--- config.mk ---
export PLATFORM = sky130hd
export DESIGN_NAME = key_debouncer
export DESIGN_NICKNAME = d
export VERILOG_FILES = /design/src/rtl/key_debouncer.sv
export SDC_FILE = /design/constraint.sdc
export NUM_CORES = 1
export LEC_CHECK = 0
export BUFFER_PORTS_ARGS = -buffer_cell sky130_fd_sc_hd__buf_2
export CORE_UTILIZATION = 47
export DETAILED_ROUTE_END_ITERATION = 16
export PLACE_DENSITY_LB_ADDON = 0.2
export SETUP_SLACK_MARGIN = 0.4
export SYNTH_ARGS = -nofsm -noshare
export SYNTH_HDL_FRONTEND = slang
export SYNTH_SLANG_ARGS = --single-unit
--- constraint.sdc ---
create_clock -name CLOCK_50 -period 2.55 [get_ports CLOCK_50]
set_input_delay 0 -clock CLOCK_50 [delete_from_list [all_inputs] [get_ports CLOCK_50]]
set_output_delay 0 -clock CLOCK_50 [all_outputs]
set_load 0.05 [all_outputs]
--- src/rtl/key_debouncer.sv ---
// key_debouncer: synchronises active-low push-buttons into CLOCK_50 and
// rejects contact bounce with a per-key stability counter.
//
// Ports:
//   CLOCK_50    in   system clock, rising edge
//   Reset       in   synchronous active-high reset
//   KEY         in   raw asynchronous keys, active-low (0 = pressed)
//   Key_Down    out  debounced pressed level, active-high
//   Key_Press   out  one-cycle strobe per accepted press (and per repeat)
//   Key_Release out  one-cycle strobe per accepted release
//
// Optional feature: define KEY_REPEAT_EN to enable auto-repeat Key_Press
// strobes while a key stays held (HOLD_CYCLES first delay, REPEAT_CYCLES
// period). Undefined: one Key_Press per press, no hold-counter logic.

module key_debouncer #(
  parameter int unsigned NUM_KEYS        = 3,
  parameter int unsigned DEBOUNCE_CYCLES = 1000000,
  parameter int unsigned HOLD_CYCLES     = 25000000,
  parameter int unsigned REPEAT_CYCLES   = 5000000
) (
  input  logic                CLOCK_50,
  input  logic                Reset,
  input  logic [NUM_KEYS-1:0] KEY,
  output logic [NUM_KEYS-1:0] Key_Down,
  output logic [NUM_KEYS-1:0] Key_Press,
  output logic [NUM_KEYS-1:0] Key_Release
);

  localparam int unsigned MAX_DH     = (DEBOUNCE_CYCLES > HOLD_CYCLES) ? DEBOUNCE_CYCLES : HOLD_CYCLES;
  localparam int unsigned MAX_CYCLES = (MAX_DH > REPEAT_CYCLES) ? MAX_DH : REPEAT_CYCLES;
  localparam int unsigned CNT_W      = $clog2(MAX_CYCLES + 1);

  localparam logic [CNT_W-1:0] DB_LAST = CNT_W'(DEBOUNCE_CYCLES - 1);
`ifdef KEY_REPEAT_EN
  localparam logic [CNT_W-1:0] HOLD_LAST = CNT_W'(HOLD_CYCLES - 1);
  localparam logic [CNT_W-1:0] REP_LAST  = CNT_W'(REPEAT_CYCLES - 1);
`endif

  typedef enum logic [1:0] {
    RELEASED     = 2'd0,
    PRESS_PEND   = 2'd1,
    HELD         = 2'd2,
    RELEASE_PEND = 2'd3
  } key_state_t;

  // Two-flop synchroniser; preset to released so reset never looks like a press
  logic [NUM_KEYS-1:0] sync1;
  logic [NUM_KEYS-1:0] sync2;

  always_ff @(posedge CLOCK_50) begin
    if (Reset) begin
      sync1 <= '1;
      sync2 <= '1;
    end else begin
      sync1 <= KEY;
      sync2 <= sync1;
    end
  end

  for (genvar k = 0; k < NUM_KEYS; k++) begin : g_key
    key_state_t       state, state_nxt;
    logic [CNT_W-1:0] cnt, cnt_nxt;
    logic             down_q, down_nxt;
    logic             press_q, press_nxt;
    logic             release_q, release_nxt;
    logic             sample;
    logic             repeat_fire_c;

    assign sample = ~sync2[k];

`ifdef KEY_REPEAT_EN
    logic [CNT_W-1:0] hold_cnt, hold_cnt_nxt;
    logic             repeating, repeating_nxt;

    // Hold timer: runs only while HELD with the key still down; first fire
    // after HOLD_CYCLES, then every REPEAT_CYCLES
    always_comb begin
      hold_cnt_nxt  = '0;
      repeating_nxt = 1'b0;
      repeat_fire_c = 1'b0;
      if (state == HELD && sample) begin
        if ((!repeating && hold_cnt == HOLD_LAST) || (repeating && hold_cnt == REP_LAST)) begin
          repeat_fire_c = 1'b1;
          repeating_nxt = 1'b1;
        end else begin
          hold_cnt_nxt  = hold_cnt + CNT_W'(1);
          repeating_nxt = repeating;
        end
      end
    end

    always_ff @(posedge CLOCK_50) begin
      if (Reset) begin
        hold_cnt  <= '0;
        repeating <= 1'b0;
      end else begin
        hold_cnt  <= hold_cnt_nxt;
        repeating <= repeating_nxt;
      end
    end
`else
    assign repeat_fire_c = 1'b0;
`endif

    // Debounce FSM next-state and strobe generation
    always_comb begin
      state_nxt   = state;
      cnt_nxt     = cnt;
      down_nxt    = down_q;
      press_nxt   = 1'b0;
      release_nxt = 1'b0;
      case (state)
        RELEASED: begin
          cnt_nxt = '0;
          if (sample) begin
            state_nxt = PRESS_PEND;
            cnt_nxt   = CNT_W'(1);
          end
        end
        PRESS_PEND: begin
          if (!sample) begin
            state_nxt = RELEASED;
            cnt_nxt   = '0;
          end else if (cnt == DB_LAST) begin
            state_nxt = HELD;
            cnt_nxt   = '0;
            down_nxt  = 1'b1;
            press_nxt = 1'b1;
          end else begin
            cnt_nxt = cnt + CNT_W'(1);
          end
        end
        HELD: begin
          cnt_nxt = '0;
          if (!sample) begin
            state_nxt = RELEASE_PEND;
            cnt_nxt   = CNT_W'(1);
          end else begin
            press_nxt = repeat_fire_c;
          end
        end
        RELEASE_PEND: begin
          if (sample) begin
            state_nxt = HELD;
            cnt_nxt   = '0;
          end else if (cnt == DB_LAST) begin
            state_nxt   = RELEASED;
            cnt_nxt     = '0;
            down_nxt    = 1'b0;
            release_nxt = 1'b1;
          end else begin
            cnt_nxt = cnt + CNT_W'(1);
          end
        end
        default: begin
          state_nxt = RELEASED;
          cnt_nxt   = '0;
          down_nxt  = 1'b0;
        end
      endcase
    end

    always_ff @(posedge CLOCK_50) begin
      if (Reset) begin
        state     <= RELEASED;
        cnt       <= '0;
        down_q    <= 1'b0;
        press_q   <= 1'b0;
        release_q <= 1'b0;
      end else begin
        state     <= state_nxt;
        cnt       <= cnt_nxt;
        down_q    <= down_nxt;
        press_q   <= press_nxt;
        release_q <= release_nxt;
      end
    end

    assign Key_Down[k]    = down_q;
    assign Key_Press[k]   = press_q;
    assign Key_Release[k] = release_q;
  end

endmodule

# Word-level counts from Yosys, hierarchy flattened
# Index checks and enable logic that the tools add are counted.
[word_totals] input_bits=5 wordCells=140 output_inout_bits=9 regBits=96
[op_classes] reduce_logical=18 n_eq_ne=36 mux=57 addsub=3 bitwise_logic=9
[ops] op="$pmux W25 S4" n=3
[ops] op="$mux W25" n=9
[ops] op="$add A25 B1 Y25 const B" n=3
[ops] op="$eq A25 B20 Y1 const B" n=3
[ops] op="$mux W2" n=18
[ops] op="$ne A2 B2 Y1 const B" n=18
[ops] op="$pmux W2 S4" n=3
[ops] op="$mux W1" n=21
[ops] op="$ne A3 B3 Y1 const B" n=6
[ops] op="$reduce_or A3 Y1" n=6
[ops] op="$reduce_and A5 Y1" n=3
[ops] op="$eq A2 B2 Y1 const B" n=6
[ops] op="$reduce_and A4 Y1" n=3
[ops] op="$not A1 Y1" n=9
[ops] op="$eq A2 B1 Y1 const B" n=3
[ops] op="$logic_not A2 Y1" n=3
[ops] op="$pmux W1 S2" n=3
[ops] op="$reduce_bool A2 Y1" n=3

# Logic depth before layout (Yosys ltp)
[logic_depth] word_depth=4 depth_mapped=6

# Least setup slack after synthesis
# Ideal clock, no wire load.
[synth_timing] path_type="reg-to-reg" from="reg g_key[1].cnt[0]" to="reg g_key[1].cnt[18]" stages_incl_launch_ff=7 arrival_ns=1.883 path_buffers=1 path_slack_ns=0.601 path_cell_list="dfxtp_1 > ha_1 > nand2_1 > or4_1 > buf_2 > or3_1 > a21oi_2"
[synth_via] elab_chain_cells=4 word_cells_on_any_way=6 classes_between="add/sub: 1; eq/ne: 1; mux: 4"
[synth_rtl] element="start, declared" line_no="63" text="logic [CNT_W-1:0] cnt, cnt_nxt;"
[synth_rtl] element="start signal, assigned" line_no="173" text="cnt <= cnt_nxt;"
[synth_rtl] element="$add A25 B1 Y25 / $eq A25 B20 Y1 (equally long branches)"
[synth_rtl] element="$mux W25 *" line_no="125, 147"
[synth_rtl] element="$mux W25, on equally long branches" line_no="144, 122"
[synth_rtl] element="$pmux W25 S4 *" line_no="113" text="case (state)"
# Every way passes the cells marked *; elsewhere a longest branch is shown, timed or not.
# A chain may end at the register's enable or synchronous reset.

# Worst setup path in the final report
[layout_timing] from="reg g_key[1].cnt[0]" to="reg g_key[1].cnt[24]"
# Same word-level chain as after synthesis.

==> impl_results.md <==
- Met2 wire len: 3890 um
- R2r setup slk: 490 ps
- Global route overflow: 0
- Max-cap violations: 0
- Routed met1 length: 4160 um
- Minimum clock period: 2060 ps
- Placed cells: 608
- Yosys warnings: 0
- Sequential Power Share: 56.7%
- Initial antenna violation count: 0
- Design Power: 2680 uW
- Vias: 3616
- Crit start category: flop
- Worst slew pin tran: 589 ps
- CTS tree: built
- Cells on worst reg2reg path: 5
- DRT antenna net count: 0
- Core region area: 8890 um2
- Worst setup path startpoint: g_key[1].cnt[0]
- Psw: 569 uW
- Clk_lat worst skew: 350 ps
- CP Class: reg -> reg
- Die height: 98.6 um
- Hold_sp: Reset
- RR Endpoint: g_key[1].cnt[24]
- Highest Signal Layer: met4
- CTS H-tree lvls: 3
- Sequential fraction of the synthesis area: 43.8%
- Area of the multi-input gates: 2260 um2
- Unrepaired setup endpoints after global routing: true
- # clock sinks: 96
- Die width: 98.6 um
- Setup crit end kind: flop
- Crit Path Max Fanout: 11
- GRT Total Usage: 18.7%
- Syn Area/Cell: 8.61 um2
- Worst r2r src: g_key[1].cnt[0]
- Tightest Hold Check Type: in -> reg
- Layout area overhead: 8.14%
- Routed len/inst: 13.4 um
- Vias in the first global route: 3377
- Setup crit end: g_key[1].cnt[24]
- Clock power frac: 40.8%
- Global-route wire length before repair: 15100 um
- Layout Cells excl Fill: 628
- Unique masters post-synth: 48
- DR WL met3: 264 um
- Placer congestion estimate: 0.791
- Comb pwr share: 2.5%
- DRT iter0 DRCs: 137
- Row cnt: 34
- Clock-pin slew on the worst setup and hold paths: 90 ps
- Drt total wl: 8400 um
- Worst Clk Skew: 11.4 ps
- Net Sw Frac: 21.2%
- Peak VDD IR: 0.299 mV
- Inserted Clock Buffers: 9
- # port buffers: 13
- Total Nets Final: 523
- Setup-failing EPs final: 0
- Run status: finished, final reports clean
- Final worst path period share: 80.9%
- 1st-pass router iterations: 4
- Leak: 0.00138 uW
- Pin count of the biggest net entering global routing: 24
- WP data required: 2840 ps
- Final hold vios: 0
- DP HPWL: 5760 um
- Filler cell count in the final layout: 809
- PD cells: 566 nW/um2
- EDFF count, synth: 0
- Post-Syn Area: 4380 um2
- Worst Setup Slack, final: 486 ps
- Clock Tree Buf Depth: 2
- Syn_nets: 517
- Seq. cell area: 1920 um2
- Post-Route Setup TNS: 0 ps
- Critical path arrival: 2360 ps
- Flops & latches, synth: 96
- Synth Instances: 509
- Fin. max-slew vios: 0
- Power Internal: 2110 uW
- Fmax: 485 MHz
- Slew headroom: 60.2%
- Most common cell after layout, fill and taps aside: dfxtp_1
- Die footprint: 9720 um2
- Setup WS pre-CTS: 283 ps
- Commonest cells after routing, fill and taps aside: 94 x dfxtp_1, 46 x nor2_1, 35 x a21oi_1
- N_diodes: 0
- Async SR Flop Fraction: 0%
- Top Ports: 14
- Root buf cell: clkbuf_8
- Drc violations: 0
- Initial core utilization: 49.3%
- Via density: 5.76
- Ys flop type: dfxtp_1
- Fraction of layout cells with a size suffix above 1: 11.3%
==> per-layer routing <==
| layer | vias up | GRT usage, % |
|---|---|---|
| li1 | 1851 | - |
| met1 | 1698 | 24.5 |
| met5 | - | 0 |
| met2 | 57 | 31.1 |
| met4 | 0 | 4.36 |
| met3 | 10 | 4.82 |
==> synthesized netlist by cell type, types with 3 or more instances <==
cell | number | area, um2
and3_1 | 9 | 56.3
a21oi_1 | 35 | 175
buf_2 | 4 | 20.0
a211oi_1 | 3 | 22.5
or3_1 | 31 | 194
nor3_1 | 12 | 60.1
and4_1 | 6 | 52.6
xnor2_1 | 20 | 175
or2_2 | 8 | 50.1
nand4_1 | 25 | 156
nand3_1 | 25 | 125
clkbuf_1 | 12 | 45.0
o21bai_1 | 3 | 22.5
nor4b_1 | 4 | 35.0
o21ai_0 | 27 | 135
xor2_1 | 16 | 140
nand2_1 | 31 | 116
ha_1 | 3 | 37.5
and2_1 | 3 | 18.8
o31ai_1 | 9 | 67.6
dfxtp_1 | 96 | 1920
a21oi_2 | 3 | 26.3
nor2_1 | 46 | 173
nor4_1 | 12 | 75.1
or4_1 | 13 | 97.6
inv_1 | 16 | 60.1
buf_4 | 9 | 67.6
==> power groups by stage <==
stage | Combinational [uW] | Clock (uW) | Sequential, uW
2_1_floorplan | 58.6 | 0 | 1550
3_3_place_gp | 62.9 | 0 | 1560
3_5_place_dp | 63.6 | 0 | 1560
4_1_cts | 67.2 | 1120 | 1520
5_1_grt | 72.5 | 1190 | 1530
6_report | 66.7 | 1090 | 1520
==> cell families after synthesis <==
kind of cell               count (synthesis)  share of synthesized area [%]
xor gates and xnor gates                  36                           7.19
DFF                                       96                           43.8
and+or+nand+nor                          237                           30.4
adders and majority gates                  3                          0.857
AOI/OAI and AO/OA                         94                           12.8
buffers and inverters                     43                           4.91
==> registers in the layout, indices dropped and copies added, names as in the netlist, named ones only <==
register,flops
g_key.cnt,75
g_key.state,3
g_key.down_q,3
sync1,3
sync2,3
g_key.release_q,3
g_key.press_q,3
==> area by class of cell <==
class	instances	area share, %
tap	108	2.85
multi-input combinational	370	47.7
clock buffer	11	2.98
sequential	96	40.6
inverter	16	1.27
clock inverter	5	1.69
timing repair buffer	22	2.96
==> worst max-delay path: stages (launching register included) <==
cell and delay, ps:
dfxtp_2 380, ha_2 230, nand2_1 130, or4_4 600, or4_1 520, a21oi_1 140
==> metrics by stage <==
stage | area (um2) | utilization (%) | hold slack (ps)
after floorplan | 4380 | - | 104
after global placement | 4470 | 50.2 | 214
after detailed placement | 4470 | 50.2 | 214
after CTS | 4730 | 53.2 | 40.3
after global routing | 4740 | 53.3 | 65.4
final | 4740 | 53.3 | 43.5
==> how the worst min path moves through the flow <==
stage,to,slack [ps],cells past startpoint
6_report,flop,40,2
5_1_grt,flop,70,2
4_1_cts,flop,40,2
3_5_place_dp,sync1[2],210,2
3_3_place_gp,sync1[0],210,2
2_1_floorplan,sync1[0],100,1
==> what timing repair did <==
action / CTS / global route
setup buffers: 0 / 1
pin swaps: 0 / 1
gates resized for setup: 3 / 3
hold endpoints to repair: 3 / 0
hold buffers: 3 / 0
setup endpoints to repair: 3 / 4
No activity file was read; power rests on OpenSTA's default activity.
